--- config.mk ---
export PLATFORM = sky130hd
export DESIGN_NAME = keypad_scanner
export DESIGN_NICKNAME = d
export VERILOG_FILES = /design/src/rtl/keypad_scanner.sv
export SDC_FILE = /design/constraint.sdc
export NUM_CORES = 1
export LEC_CHECK = 0
export ABC_AREA = 1
export BUFFER_PORTS_ARGS = -buffer_cell sky130_fd_sc_hd__buf_2
export CORE_MARGIN = 2
export CORE_UTILIZATION = 25
export DETAILED_ROUTE_END_ITERATION = 10
export HOLD_SLACK_MARGIN = 0.02
export PLACE_DENSITY = 0.38
export SYNTH_ARGS = -nofsm -noshare
export SYNTH_HDL_FRONTEND = slang
export SYNTH_SLANG_ARGS = --single-unit
--- constraint.sdc ---
create_clock -name clk -period 2 [get_ports clk]
set_clock_uncertainty 0.1 [all_clocks]
set_input_delay 0.2 -clock clk [delete_from_list [all_inputs] [get_ports clk]]
set_output_delay 0.2 -clock clk [all_outputs]
set_load 0.01 [all_outputs]
--- src/rtl/keypad_scanner.sv ---
// 4x4 matrix keypad column scanner: strobes one active-low column per scan step,
// synchronises the rows and latches the code of the held key until it is released.
module keypad_scanner #(
  parameter int unsigned DIV_COUNT = 100000
) (
  input  logic       clk,
  input  logic       reset,
  input  logic [3:0] rows,
  output logic [3:0] cols,
  output logic [3:0] key_code,
  output logic       key_pressed
);

  localparam int unsigned DW = $clog2(DIV_COUNT);

  typedef enum logic {SCAN, HOLD} state_t;

  state_t        state, state_nxt;
  logic [DW-1:0] div_cnt;
  logic          tick;
  logic [3:0]    rows_m, rows_s;
  logic [1:0]    col, col_nxt;
  logic [3:0]    code_nxt;
  logic          pressed_nxt;
  logic [1:0]    hit_row;
  logic          any_row;
  logic [3:0]    map_code;

  always_ff @(posedge clk or negedge reset) begin
    if (!reset) begin
      rows_m <= '1;
      rows_s <= '1;
    end else begin
      rows_m <= rows;
      rows_s <= rows_m;
    end
  end

  assign tick = (div_cnt == DW'(DIV_COUNT - 1));

  always_ff @(posedge clk or negedge reset) begin
    if (!reset)    div_cnt <= '0;
    else if (tick) div_cnt <= '0;
    else           div_cnt <= div_cnt + 1'b1;
  end

  // Row 0 has priority when several rows of the driven column are low.
  always_comb begin
    any_row = (rows_s != 4'hF);
    if      (!rows_s[0]) hit_row = 2'd0;
    else if (!rows_s[1]) hit_row = 2'd1;
    else if (!rows_s[2]) hit_row = 2'd2;
    else                 hit_row = 2'd3;
  end

  always_comb begin
    case ({hit_row, col})
      4'b00_00: map_code = 4'h1;
      4'b00_01: map_code = 4'h2;
      4'b00_10: map_code = 4'h3;
      4'b00_11: map_code = 4'hA;
      4'b01_00: map_code = 4'h4;
      4'b01_01: map_code = 4'h5;
      4'b01_10: map_code = 4'h6;
      4'b01_11: map_code = 4'hB;
      4'b10_00: map_code = 4'h7;
      4'b10_01: map_code = 4'h8;
      4'b10_10: map_code = 4'h9;
      4'b10_11: map_code = 4'hC;
      4'b11_00: map_code = 4'hE;
      4'b11_01: map_code = 4'h0;
      4'b11_10: map_code = 4'hF;
      default:  map_code = 4'hD;
    endcase
  end

  always_comb begin
    state_nxt   = state;
    col_nxt     = col;
    code_nxt    = key_code;
    pressed_nxt = key_pressed;
    if (tick) begin
      case (state)
        SCAN: begin
          if (any_row) begin
            code_nxt    = map_code;
            pressed_nxt = 1'b1;
            state_nxt   = HOLD;
          end else begin
            col_nxt = col + 2'd1;
          end
        end
        HOLD: begin
          if (!any_row) begin
            pressed_nxt = 1'b0;
            col_nxt     = col + 2'd1;
            state_nxt   = SCAN;
          end
        end
        default: state_nxt = SCAN;
      endcase
    end
  end

  // cols is registered from the next column index so the pins never glitch.
  always_ff @(posedge clk or negedge reset) begin
    if (!reset) begin
      state       <= SCAN;
      col         <= '0;
      cols        <= 4'b1110;
      key_code    <= '0;
      key_pressed <= 1'b0;
    end else begin
      state       <= state_nxt;
      col         <= col_nxt;
      cols        <= ~(4'b0001 << col_nxt);
      key_code    <= code_nxt;
      key_pressed <= pressed_nxt;
    end
  end

endmodule

==> metrics.md <==
| Metric | Value |
|---|---|
| Outcome | `complete, no violations` |
| Avg Cell Area, Syn | `between 8 and 9 um^2` |
| Post-synth top area share | `approximately 33%` |
| Remaining global-route overflow | `0` |
| Wl on met1 | `2.26 mm` |
| Initial antenna violation count | `0` |
| Critical Path, Cell by Cell | `ha_1 > nand2_2 > inv_1 > nand3_2 > nor2_1 > nand3_1 > nand2_1 > nand2_1 > nor2_1` |
| Slew Viols, Final | `0` |
| Post-synth net total | `259` |
| Sw frac | `23.2%` |
| GPL Wtd Cong | `0.808` |
| Hold_ws | `0.258 ns` |
| ANT cells | `0` |
| Final hold viol count | `0` |
| RSZ-0062 raised after global routing | `false` |
| Vias per inst | `a little over 4` |
| Sw power | `about 330 uW` |
| Hold Path Origin | `rows_m[3]` |
| Drc violations | `0` |
| Drt wl/cell | `11.4 um` |
| Fin nets | `roughly 290` |
| Synth unique cells | `25` |
| Area leader, netlist | `dfrtp_1` |
| CTS Buf Count | `5` |
| Seq/Total Area, Yosys | `between 40% and 50%` |
| Max-cap violations | `0` |
| Share of cells above drive strength 1 | `a little under a fifth` |
| Root Buffer | `clkbuf_8` |
| CP Max Fanout | `5` |
| CP max stage cell | `dfrtp_1` |
| Crit path time final | `1.64 ns` |
| Detailed-placement wirelength estimate | `~3.2 mm` |
| Final WL | `4.29 mm` |
| WL met3 | `between 150 and 200 um` |
| CTS max path bufs | `2` |
| Antenna Violating Nets Remaining | `0` |
| HP Class | `register to register` |
| DRT iter0 DRCs | `roughly 110` |
| Crit start category | `register` |
| GRT Total Usage | `between 10% and 20%` |
| CTS tree | `built` |
| Cts repair resizes | `0` |
| PD cells | `between 600 and 700 mW/mm^2` |
| Die Ht | `93.3 um` |
| Ranking of synthesized cells by area | `dfrtp_1 (33%), dfstp_2 (14%), nand2_1 (11%)` |
| Worst slew margin | `55.0%` |
| P_int | `around 1.1 mW` |
| Non-filler cells in the finished layout | `around 380` |
| CTS clock-pin slew for the worst setup and hold paths | `roughly 0.090 ns` |
| Slew @ Worst Pin | `~0.67 ns` |
| Slowest stage delay, CP | `~0.38 ns` |
| Maximum vdd drop | `approximately 0.00027 V` |
| Drt pass-1 iters | `4` |
| CTS H-tree depth | `2` |
| Worst R2R Start | `div_cnt[0]` |
| Die ar. | `around 0.0087 mm^2` |
| Core Area | `0.00773 mm^2` |
| Initial Util | `between 20% and 30%` |
| Uppermost layer routed | `met4` |
| First-pass GRT wire length | `~7.4 mm` |
| Vias in the first global route | `about 1500` |
| CTS Sinks | `37` |
| Port bufs | `14` |
| Clock power frac | `43.1%` |
| Io pins | `15` |
| Cell count after placement | `365` |
| Sequential power share | `53.3%` |
| WL met2 | `~1.8 mm` |
| Combinational share of power | `3.6%` |
| Post-CTS setup buffer count | `0` |
| Setup TNS | `0 ns` |
| Area Growth Syn to Fin | `18.4%` |
| Worst setup EP type | `register` |
| Ys Warns | `0` |
| Seq cells post-synth | `37` |
| Synthesized area | `roughly 0.002 mm^2` |
| Hold_buf cts | `5` |
| FMAX | `slightly above 600 MHz` |
| Via count | `between 1500 and 2000` |
| Clk_lat worst skew | `~0.29 ns` |
| Largest net degree at the start of global routing | `29` |
| Overall die width | `approximately 93 um` |
| Worst endpoint required time | `2.12 ns` |
| Leakage | `approximately 1.2 nW` |
| Cells after Synth | `about 250` |
| WS Path Type | `register to register` |
| Final setup viols | `0` |
| Crit share post-route | `82.2%` |
| Critical path data arrival time | `1.76 ns` |
| CP startpoint | `div_cnt[0]` |
| Site Rows | `32` |
-- synth_stat cells (all sizes together) --
master and instances:
a21oi 3, buf 1, dfrtp 26, dfstp 11, ha 5, inv 37, nand2 67, nand3 20
nand3b 3, nand4 4, nor2 47, nor3 10, o21ai 3, o22ai 1, xnor2 1, xor2 9
-- state kept, by name, indices dropped and copies added (netlist names) --
register	flops
div_cnt	17
rows_m	4
rows_s	4
state	1
cols	4
key_code	4
key_pressed	1
col	2
-- final timing paths --
path,endpoint,slack (ns),cells past startpoint
max,div_cnt[16],0.36,9
min,rows_s[3],0.26,0
max reg2reg,div_cnt[16],0.36,9
min reg2reg,rows_s[3],0.26,0
max in group asynchronous,cols[1],0.79,3
min in group asynchronous,div_cnt[2],0.38,2
-- power groups by stage --
stage	logic, mW	clock network [mW]	registers (mW)
2_1_floorplan	0.0196	0	0.780
3_3_place_gp	0.0481	0	0.781
3_5_place_dp	0.0472	0	0.781
4_1_cts	0.0547	0.650	0.768
5_1_grt	0.0620	0.686	0.769
6_report	0.0523	0.620	0.767
-- critical path: cells and delay by family (launching register included) --
family                   cells  cell delay [ns]
flip-flops                   1             0.38
AND/OR/NAND/NOR              7             0.78
buffers and inverters        1             0.11
adder cells (fa/ha/maj)      1             0.19
-- metrics by stage --
| step | power (mW) | setup WS, ns | utilization [%] | instance area (um^2) |
|---|---|---|---|---|
| floorplan | 0.800 | 0.571 | - | 2000 |
| global placement | 0.830 | 0.336 | 28.5 | 2200 |
| detailed placement | 0.829 | 0.374 | 28.5 | 2200 |
| CTS | 1.47 | 0.345 | 30.6 | 2360 |
| global route | 1.52 | 0.227 | 30.6 | 2360 |
| finish | 1.44 | 0.355 | 30.6 | 2360 |
-- layout by cell type, fill, tap and decap left out, drive strengths merged, types with 3 or more instances in the layout --
cell type	synthesis	routed
nand2	67	67
nor2	47	47
inv	37	38
dfrtp	26	26
nand3	20	20
buf	1	16
dfstp	11	11
nor3	10	10
xor2	9	9
clkbuf	0	6
ha	5	5
dlygate4sd3	0	5
nand4	4	4
a21oi	3	3
nand3b	3	3
o21ai	3	3
-- area by class of cell --
class / count / area, um^2
Multi-Input combinational cell: 173 / 912
Clock inverter: 2 / 15.0
Sequential cell: 37 / 940
Timing Repair Buffer: 21 / 135
Tap cell: 102 / 128
Inverter: 37 / 139
Fill cell: 813 / 5370
Clock buffer: 6 / 93.8
-- per-layer routing --
metal  GRT usage [%]  vias up
li1                -      820
met1            15.8      693
met2            16.2       29
met3            2.66        4
met4            3.31        0
met5               0        -
-- cells by family (layout without fill, tap and decap cells) --
family          count (synthesis)  after routing  synth area share, %
flops                          37             37                 47.1
fa+ha+maj                       5              5                 3.13
simple gates                  151            151                 36.4
xor+xnor                       10             10                 4.39
buf+inv                        38             66                 7.21
compound gates                  7              7                 1.82
Note: power is estimated with default switching activity, not from simulation.
